### config.mk
export PLATFORM = sky130hd
export DESIGN_NAME = seq_101_tx
export DESIGN_NICKNAME = d
export VERILOG_FILES = /design/src/rtl/seq_101_pkg.sv /design/src/rtl/seq_101_shreg.sv /design/src/rtl/seq_101_tx.sv
export SDC_FILE = /design/constraint.sdc
export NUM_CORES = 1
export LEC_CHECK = 0
export ABC_AREA = 0
export BUFFER_PORTS_ARGS = -buffer_cell sky130_fd_sc_hd__buf_2
export CAP_MARGIN = 0
export CORE_ASPECT_RATIO = 1.1
export CORE_MARGIN = 2
export CORE_UTILIZATION = 28
export DETAILED_ROUTE_END_ITERATION = 7
export PLACE_DENSITY = 0.54
export SLEW_MARGIN = 15
export SYNTH_ARGS = -nofsm -noshare
export SYNTH_HDL_FRONTEND = slang
export SYNTH_HIERARCHICAL = 1
export SYNTH_SLANG_ARGS = --single-unit
### constraint.sdc
create_clock -name clk -period 3.05 [get_ports clk]
set_input_delay 0.305 -clock clk [delete_from_list [all_inputs] [get_ports clk]]
set_output_delay 0.305 -clock clk [all_outputs]
set_load 0.005 [all_outputs]
### src/rtl/seq_101_pkg.sv
// Shared definitions for the "101" serial link: the transmitter (seq_101_tx)
// and the next revision of the Mealy "101" detector.
package seq_101_pkg;

   // 2-bit FSM state shared by the transmitter and the detector.
   typedef enum logic [1:0] {
      IDLE  = 2'b00,
      PRE   = 2'b01,
      SHIFT = 2'b10,
      DONE  = 2'b11
   } state_e;

   // Frame-start marker, sent first bit (bit 2) to last bit (bit 0).
   localparam logic [2:0]  PREAMBLE     = 3'b101;
   localparam int unsigned PREAMBLE_LEN = 3;

endpackage : seq_101_pkg

### src/rtl/seq_101_shreg.sv
// WIDTH-bit loadable shift register. head_bit is the bit that is emitted next:
// bit WIDTH-1 when MSB_FIRST=1, otherwise bit 0. Zeros are shifted in.
module seq_101_shreg #(
   parameter int unsigned WIDTH     = 8,
   parameter bit          MSB_FIRST = 1'b1
) (
   input  logic             clk,
   input  logic             rst,
   input  logic             load,
   input  logic             shift_en,
   input  logic [WIDTH-1:0] data_in,
   output logic             head_bit
);

   logic [WIDTH-1:0] sr_q, sr_d;

   // Load has priority over shift; otherwise hold.
   always_comb begin
      sr_d = sr_q;
      if (load) begin
         sr_d = data_in;
      end else if (shift_en) begin
         sr_d = MSB_FIRST ? (sr_q << 1) : (sr_q >> 1);
      end
   end

   // Register with synchronous clear.
   always_ff @(posedge clk) begin
      if (rst) begin
         sr_q <= '0;
      end else begin
         sr_q <= sr_d;
      end
   end

   assign head_bit = MSB_FIRST ? sr_q[WIDTH-1] : sr_q[0];

endmodule : seq_101_shreg

### src/rtl/seq_101_tx.sv
// Serial transmitter for the "101" link: accepts a WIDTH-bit word on
// load && ready and shifts it out one bit per clock on `out`, all outputs
// registered. Define SEQ_101_TX_PREAMBLE_EN to prefix each frame with the
// 1,0,1 preamble so the downstream detector flags frame start.
module seq_101_tx
   import seq_101_pkg::*;
#(
   parameter int unsigned WIDTH     = 8,
   parameter bit          MSB_FIRST = 1'b1
) (
   input  logic             clk,
   input  logic             rst,
   input  logic [WIDTH-1:0] data_in,
   input  logic             load,
   output logic             ready,
   output logic             out,
   output logic             out_valid,
   output logic             done
);

   localparam int unsigned     CW   = $clog2(WIDTH + 1);
   localparam logic [CW-1:0]   LAST = CW'(WIDTH - 1);

   state_e          state_q, state_d;
   logic [CW-1:0]   cnt_q, cnt_d;
   logic            ready_q, ready_d;
   logic            out_q, out_d;
   logic            out_valid_q, out_valid_d;
   logic            done_q, done_d;

   logic             sh_load, sh_shift, sh_head;
   logic [WIDTH-1:0] sh_data;
   logic             in_head;
   logic [WIDTH-1:0] in_next;

`ifdef SEQ_101_TX_PREAMBLE_EN
   logic [1:0]      pre_cnt_q, pre_cnt_d;
`endif

   seq_101_shreg #(
      .WIDTH     (WIDTH),
      .MSB_FIRST (MSB_FIRST)
   ) u_shreg (
      .clk      (clk),
      .rst      (rst),
      .load     (sh_load),
      .shift_en (sh_shift),
      .data_in  (sh_data),
      .head_bit (sh_head)
   );

   // Head bit of the incoming word and the word with that bit already consumed.
   always_comb begin
      in_head = MSB_FIRST ? data_in[WIDTH-1] : data_in[0];
      in_next = MSB_FIRST ? (data_in << 1) : (data_in >> 1);
   end

   // Next-state and next-output logic. Outputs are registered, so each branch
   // computes what the pins show in the following cycle. Because the first
   // payload bit must be on `out` right after accept, it is taken directly from
   // data_in and the shift register is loaded with the remaining bits; from then
   // on sh_head always holds the bit due in the next cycle.
   always_comb begin
      state_d     = state_q;
      cnt_d       = cnt_q;
      ready_d     = 1'b0;
      out_d       = 1'b0;
      out_valid_d = 1'b0;
      done_d      = 1'b0;
      sh_load     = 1'b0;
      sh_shift    = 1'b0;
      sh_data     = data_in;
`ifdef SEQ_101_TX_PREAMBLE_EN
      pre_cnt_d   = pre_cnt_q;
`endif
      case (state_q)
         IDLE: begin
            ready_d = 1'b1;
            if (load && ready_q) begin
               sh_load     = 1'b1;
               cnt_d       = '0;
               ready_d     = 1'b0;
               out_valid_d = 1'b1;
`ifdef SEQ_101_TX_PREAMBLE_EN
               state_d     = PRE;
               pre_cnt_d   = '0;
               out_d       = PREAMBLE[2];
`else
               state_d     = SHIFT;
               out_d       = in_head;
               sh_data     = in_next;
`endif
            end
         end
`ifdef SEQ_101_TX_PREAMBLE_EN
         PRE: begin
            out_valid_d = 1'b1;
            pre_cnt_d   = pre_cnt_q + 2'd1;
            if (pre_cnt_q == 2'(PREAMBLE_LEN - 1)) begin
               state_d  = SHIFT;
               out_d    = sh_head;
               sh_shift = 1'b1;
            end else begin
               out_d = (pre_cnt_q == 2'd0) ? PREAMBLE[1] : PREAMBLE[0];
            end
         end
`endif
         SHIFT: begin
            cnt_d    = cnt_q + CW'(1);
            sh_shift = 1'b1;
            if (cnt_q == LAST) begin
               state_d = DONE;
               done_d  = 1'b1;
            end else begin
               out_d       = sh_head;
               out_valid_d = 1'b1;
            end
         end
         DONE: begin
            state_d = IDLE;
            ready_d = 1'b1;
         end
         default: begin
            state_d = IDLE;
            ready_d = 1'b1;
         end
      endcase
   end

   // State and output registers with synchronous reset.
   always_ff @(posedge clk) begin
      if (rst) begin
         state_q     <= IDLE;
         cnt_q       <= '0;
         ready_q     <= 1'b1;
         out_q       <= 1'b0;
         out_valid_q <= 1'b0;
         done_q      <= 1'b0;
      end else begin
         state_q     <= state_d;
         cnt_q       <= cnt_d;
         ready_q     <= ready_d;
         out_q       <= out_d;
         out_valid_q <= out_valid_d;
         done_q      <= done_d;
      end
   end

`ifdef SEQ_101_TX_PREAMBLE_EN
   // Preamble bit counter.
   always_ff @(posedge clk) begin
      if (rst) begin
         pre_cnt_q <= '0;
      end else begin
         pre_cnt_q <= pre_cnt_d;
      end
   end
`endif

   assign ready     = ready_q;
   assign out       = out_q;
   assign out_valid = out_valid_q;
   assign done      = done_q;

endmodule : seq_101_tx

==> impl_metrics.toml, run 1 <==
[status]
status = "finished clean"

[yosys]
synthXorXnorAreaFrac = 0
synthMuxAreaShare = 0.196
synth_common_cells = "18 x dfxtp_1, 9 x nor2b_1, 8 x a211oi_1"
synth.most_common_cell = "dfxtp_1"
yosys.area_share.simple = 0.183
synth_area_um2 = 875
synth_compound_area_frac = 0.136
synth_top_area_share = 0.412
synth.distinct_cells = 26
ys_ff_latch = 18
async_reset_ff_frac = 0
syn_inst = 84
syn_avg_cell_area_um2 = 10.4
yosysSeqAreaShare = 0.412
synth_ff_type = "dfxtp_1"
yosysWarnings = 6
synth_edf_count = 0
yosysTopAreaCell = "dfxtp_1"
syn-num-nets = 96
synth_area_leaders = "dfxtp_1 41%, mux2_4 10%, mux2i_1 8.0%, a211oi_1 6.9%, nor2b_1 6.4%"
synth_top_family_by_area = "multiplexers"
yosys.area_share.adder = 0.0143

[floorplanning]
core_area_mm2 = 0.00302
dieWidth_um = 57.3
fp-row-count = 21
initial_core_util = 0.289
die_area_mm2 = 0.00359
ios = 15
fp.dieH_um = 62.6

[worst_setup_path]
worstPathArrival_ps = 2020
startpoint = "state_q[0]$_SDFFE_PP0P_"
cp_data_required_time_ps = 3230
cp-start-kind = "flip-flop"
critPathKind = "reg2reg"
setup.worst_path.end = "u_shreg/sr_q[7]$_SDFFE_PP0P_"
path_depth = 4
r2r_slack_ps = 1210
cp.buffers_inverters = 0
path_delay_family = "simple AND/OR/NAND/NOR gates"
crit_path_end_kind = "flip-flop"
regToRegEndpoint = "u_shreg/sr_q[7]$_SDFFE_PP0P_"
path_max_fanout = 20
ff2ff_path_depth = 4
slowest_stage = "and4bb_1"
path_cells = "and4bb_1 -> mux2_2 -> nor2b_1 -> a211oi_1"
regToRegStartpoint = "state_q[0]$_SDFFE_PP0P_"
critPathMaxStageDelay_ps = 770

[drt]
antenna_left = 0
wl_um = 1670
drcViolationCount = 0
vias_per_cell = 4.96
first_iter_violations = 28
wl_per_cell_um = 12.7
dr.pass1.iters = 4
num_vias = 655

[sta]
slew_headroom = 0.516
fin_hold_ws_ps = 298
hold_viol = 0
rsz0062_at_grt = "no"
setup_tns_ps = 0
min_period_ps = 1840
slew_viol_final = 0
min_period_over_period = 0.603
max_freq_mhz = 543
worstMarginPinSlew_ps = 727
setup_viol = 0
fin_skew_ps = 2.31

[global_route]
grt_pass1_vias = 633
grt_overflow_total = 0
grt_pass1_wl_um = 2860
globalRouteTotalUtil = 0.101
antenna_found_initial = 0
grt_max_degree = 21

[clock_network]
clock-root-buffer = "clkbuf_4"
path_clk_slew_ps = 110
cts_resized = 0
clk_path_buf_depth = 2
worstSkewPairLatency_ps = 300
cts_num_sinks = 18
hold_buffers = 0
numCtsBuffers = 3
cts_max_level = 1
cts_tree = "built"
cts_setup_buffers = 0

[finish]
syn_to_final_growth_pct = 12.9
fin_nets = 111
antennaDiodeCount = 0
fin_cells = 132
drive_gt1_frac = 0.265
final_core_util = 0.327

[place]
portBuffers = 14
dp.cells = 128
gp_congestion = 0.680
hpwl_um = 1160

[pwr]
pwr_density_cell_mw_per_mm2 = 501
leakage_uw = 0.000383
irDropWorstVdd_mv = 0.306

[min_path]
hp-class = "in2reg"
hold_depth = 3

[run]
drv_cap = 0
==> worst min-delay path: cells and delay by family <==
kind | cells | cell delay (ps)
compound gates | 1 | 50
simple gates | 1 | 110
buf+inv | 1 | 80
==> power breakdown <==
group	switching, µW	leakage (µW)	internal [µW]
Clock	78.8	0.0000210	72.8
Combinational	39.6	0.000214	42.8
Sequential	9.18	0.000148	251
Total	128	0.000383	367
==> registers in the layout, summed over array words and instances (netlist names) <==
signal	cells
cnt_q	4
done	1
out	1
out_valid	1
ready	1
state_q	2
u_shreg/sr_q	8
==> cell usage in the layout, fill, tap and decap left out, types with 2 or more instances in the layout <==
cell type and n:
dfxtp_1 18, buf_2 14, nor2b_1 9, a211oi_1 8, mux2i_1 7, mux2_4 6
a21oi_1 5, nor2_1 3, nand2_1 3, clkbuf_4 3, nor4b_1 2, nor3_1 2
inv_1 2, o21ai_0 2, nand3_1 2, or3b_1 2
==> metal layers <==
metal,global-route usage,up-vias,share of wire
met5,0,-,0
met4,0.0174,0,0.0066
met3,0.0393,2,0.054
met2,0.151,13,0.43
met1,0.140,304,0.50
li1,-,336,-
==> worst min path at each step <==
stage / startpoint / slack (ps) / to
final: data_in[7] / 300 / out$_SDFF_PP0_
after global routing: data_in[7] / 300 / out$_SDFF_PP0_
after CTS: data_in[7] / 300 / out$_SDFF_PP0_
after detailed placement: cnt_q[0]$_SDFFE_PP0P_ / 500 / cnt_q[0]$_SDFFE_PP0P_
after global placement: cnt_q[0]$_SDFFE_PP0P_ / 490 / cnt_q[0]$_SDFFE_PP0P_
after floorplan: cnt_q[3]$_SDFFE_PP0P_ / 470 / done$_SDFF_PP0_
==> through the flow <==
step | worst slack, ps | instance area, µm² | total power, µW
after floorplan | 1660 | 875 | 331
after global placement | 1290 | 951 | 347
after detailed placement | 1210 | 951 | 348
after CTS | 1180 | 987 | 502
after global routing | 1010 | 987 | 523
final | 1210 | 987 | 494
==> cell type report <==
type	count	area, µm²
Clock buffer	4	36.3
Fill cell	316	2030
Inverter	2	7.51
Multi-Input combinational cell	59	463
Sequential cell	18	360
Tap cell	34	42.5
Timing Repair Buffer	15	77.6
==> cell families (layout without fill, tap and decap cells) <==
group,after synthesis,in the layout
AO/OA/AOI/OAI,18,18
adder cells (fa/ha/maj),1,1
buffers and inverters,7,21
flip-flops,18,18
multiplexers,14,14
AND/OR/NAND/NOR,26,26
Note: power is estimated with default switching activity, not from simulation.
==> run 2: changes to the inputs <==
==> constraint.sdc (replaced) <==
create_clock -name clk -period 1.9 [get_ports clk]
set_input_delay 0.19 -clock clk [delete_from_list [all_inputs] [get_ports clk]]
set_output_delay 0.19 -clock clk [all_outputs]
set_load 0.005 [all_outputs]
==> impl_metrics.toml, run 2 (same netlist as run 1, synthesis figures left out) <==
[floorplanning]
fp-row-count = 21
initial_core_util = 0.289
die_area_mm2 = 0.00359
core_area_mm2 = 0.00302
fp.dieH_um = 62.6
dieWidth_um = 57.3
ios = 15

[clock_network]
clk_path_buf_depth = 2
cts_max_level = 1
cts_tree = "built"
numCtsBuffers = 3
worstSkewPairLatency_ps = 290
cts_setup_buffers = 0
path_clk_slew_ps = 100
cts_num_sinks = 18
cts_resized = 0
clock-root-buffer = "clkbuf_4"
hold_buffers = 0

[global_route]
grt_max_degree = 18
grt_pass1_wl_um = 2960
globalRouteTotalUtil = 0.105
grt_overflow_total = 0
grt_pass1_vias = 678
antenna_found_initial = 0

[drt]
num_vias = 656
drcViolationCount = 0
vias_per_cell = 4.90
wl_per_cell_um = 12.3
first_iter_violations = 10
wl_um = 1650
antenna_left = 0
dr.pass1.iters = 4

[sta]
slew_headroom = 0.599
setup_viol = 0
fin_skew_ps = 4.56
rsz0062_at_grt = "no"
slew_viol_final = 0
min_period_over_period = 0.914
min_period_ps = 1740
max_freq_mhz = 576
setup_tns_ps = 0
hold_viol = 0
worstMarginPinSlew_ps = 602

[finish]
layout_commonest_cell = "dfxtp_1"
largest_reg_flops = 8
antennaDiodeCount = 0
mostFrequentLayoutCells = "18 x dfxtp_1, 14 x buf_2, 9 x nor2b_1, 8 x a211oi_1, 7 x mux2i_1"
top_register = "u_shreg/sr_q"
syn_to_final_growth_pct = 14.6
fin_nets = 113
largestRegisters = "u_shreg/sr_q: 8 flops, cnt_q: 4 flops, state_q: 2 flops"
drive_gt1_frac = 0.280

[pwr]
irDropWorstVdd_mv = 0.444
finalPower_uw = 791
leakage_uw = 0.000393
pwr_density_cell_mw_per_mm2 = 790

[worst_setup_path]
critPathMaxStageDelay_ps = 690
ff2ff_path_depth = 4
cp-start-kind = "flip-flop"
crit_path_end_kind = "flip-flop"
r2r_slack_ps = 160
path_cells = "and4bb_1 -> mux2_2 -> nor2b_1 -> a211oi_1"
worstPathArrival_ps = 1920
path_max_fanout = 15
critPathKind = "reg2reg"
cp_data_required_time_ps = 2080
regToRegEndpoint = "u_shreg/sr_q[7]$_SDFFE_PP0P_"
regToRegStartpoint = "state_q[0]$_SDFFE_PP0P_"
slowest_stage = "and4bb_1"

[run]
drv_cap = 0

[place]
portBuffers = 14
gp_congestion = 0.760
hpwl_um = 1200

[min_path]
hp-class = "in2reg"
hold_depth = 3
min_to = "out$_SDFF_PP0_"
hold_start = "data_in[7]"

[status]
status = "finished clean"
## run 2: where the power goes
part / switching (µW) / internal (µW)
combinational: 65.1 / 73.0
clock: 119 / 117
sequential: 14.1 / 403
total: 198 / 593
## run 2: per-layer routing
| metal | track usage | vias to the layer above | wire length [µm] |
|---|---|---|---|
| met4 | 0.0174 | 0 | 11 |
| met2 | 0.167 | 13 | 719 |
| li1 | - | 343 | - |
| met1 | 0.134 | 298 | 835 |
| met5 | 0 | - | 0 |
| met3 | 0.0435 | 2 | 83 |
## run 2: area by class of cell
| cell class | count | area [µm²] |
|---|---|---|
| Fill cell | 325 | 2020 |
| Multi-Input combinational cell | 59 | 463 |
| Sequential cell | 18 | 360 |
| Timing Repair Buffer | 17 | 92.6 |
| Tap cell | 34 | 42.5 |
| Clock buffer | 4 | 36.3 |
| Inverter | 2 | 7.51 |
## run 2: worst max-delay path by stage
stage                                       start                      endpoint  slack, ps  cells after the start
after CTS                 state_q[0]$_SDFFE_PP0P_  u_shreg/sr_q[7]$_SDFFE_PP0P_        150                      4
after global routing      state_q[0]$_SDFFE_PP0P_  u_shreg/sr_q[7]$_SDFFE_PP0P_         10                      4
final                     state_q[0]$_SDFFE_PP0P_  u_shreg/sr_q[7]$_SDFFE_PP0P_        160                      4
after floorplan           state_q[0]$_SDFFE_PP0P_  u_shreg/sr_q[1]$_SDFFE_PP0P_        510                      5
after detailed placement  state_q[0]$_SDFFE_PP0P_  u_shreg/sr_q[7]$_SDFFE_PP0P_        170                      4
after global placement    state_q[0]$_SDFFE_PP0P_  u_shreg/sr_q[7]$_SDFFE_PP0P_        230                      4
## run 2: worst max-delay path: cells and delay by family, from the launching register on
kind,cells,cell delay [ps]
simple gates,2,800
mux,1,410
flops,1,370
compound gates,1,50
## run 2: metrics by stage
step / hold slack (ps) / worst slack, ps / area [µm²] / std cells / util
CTS: 212 / 154 / 1000 / 134 / 0.332
floorplan: 376 / 512 / 875 / 84 / -
detailed placement: 504 / 171 / 966 / 130 / 0.320
global placement: 486 / 227 / 966 / 130 / 0.320
global route: 224 / 12.5 / 1000 / 134 / 0.332
finish: 211 / 163 / 1000 / 134 / 0.332
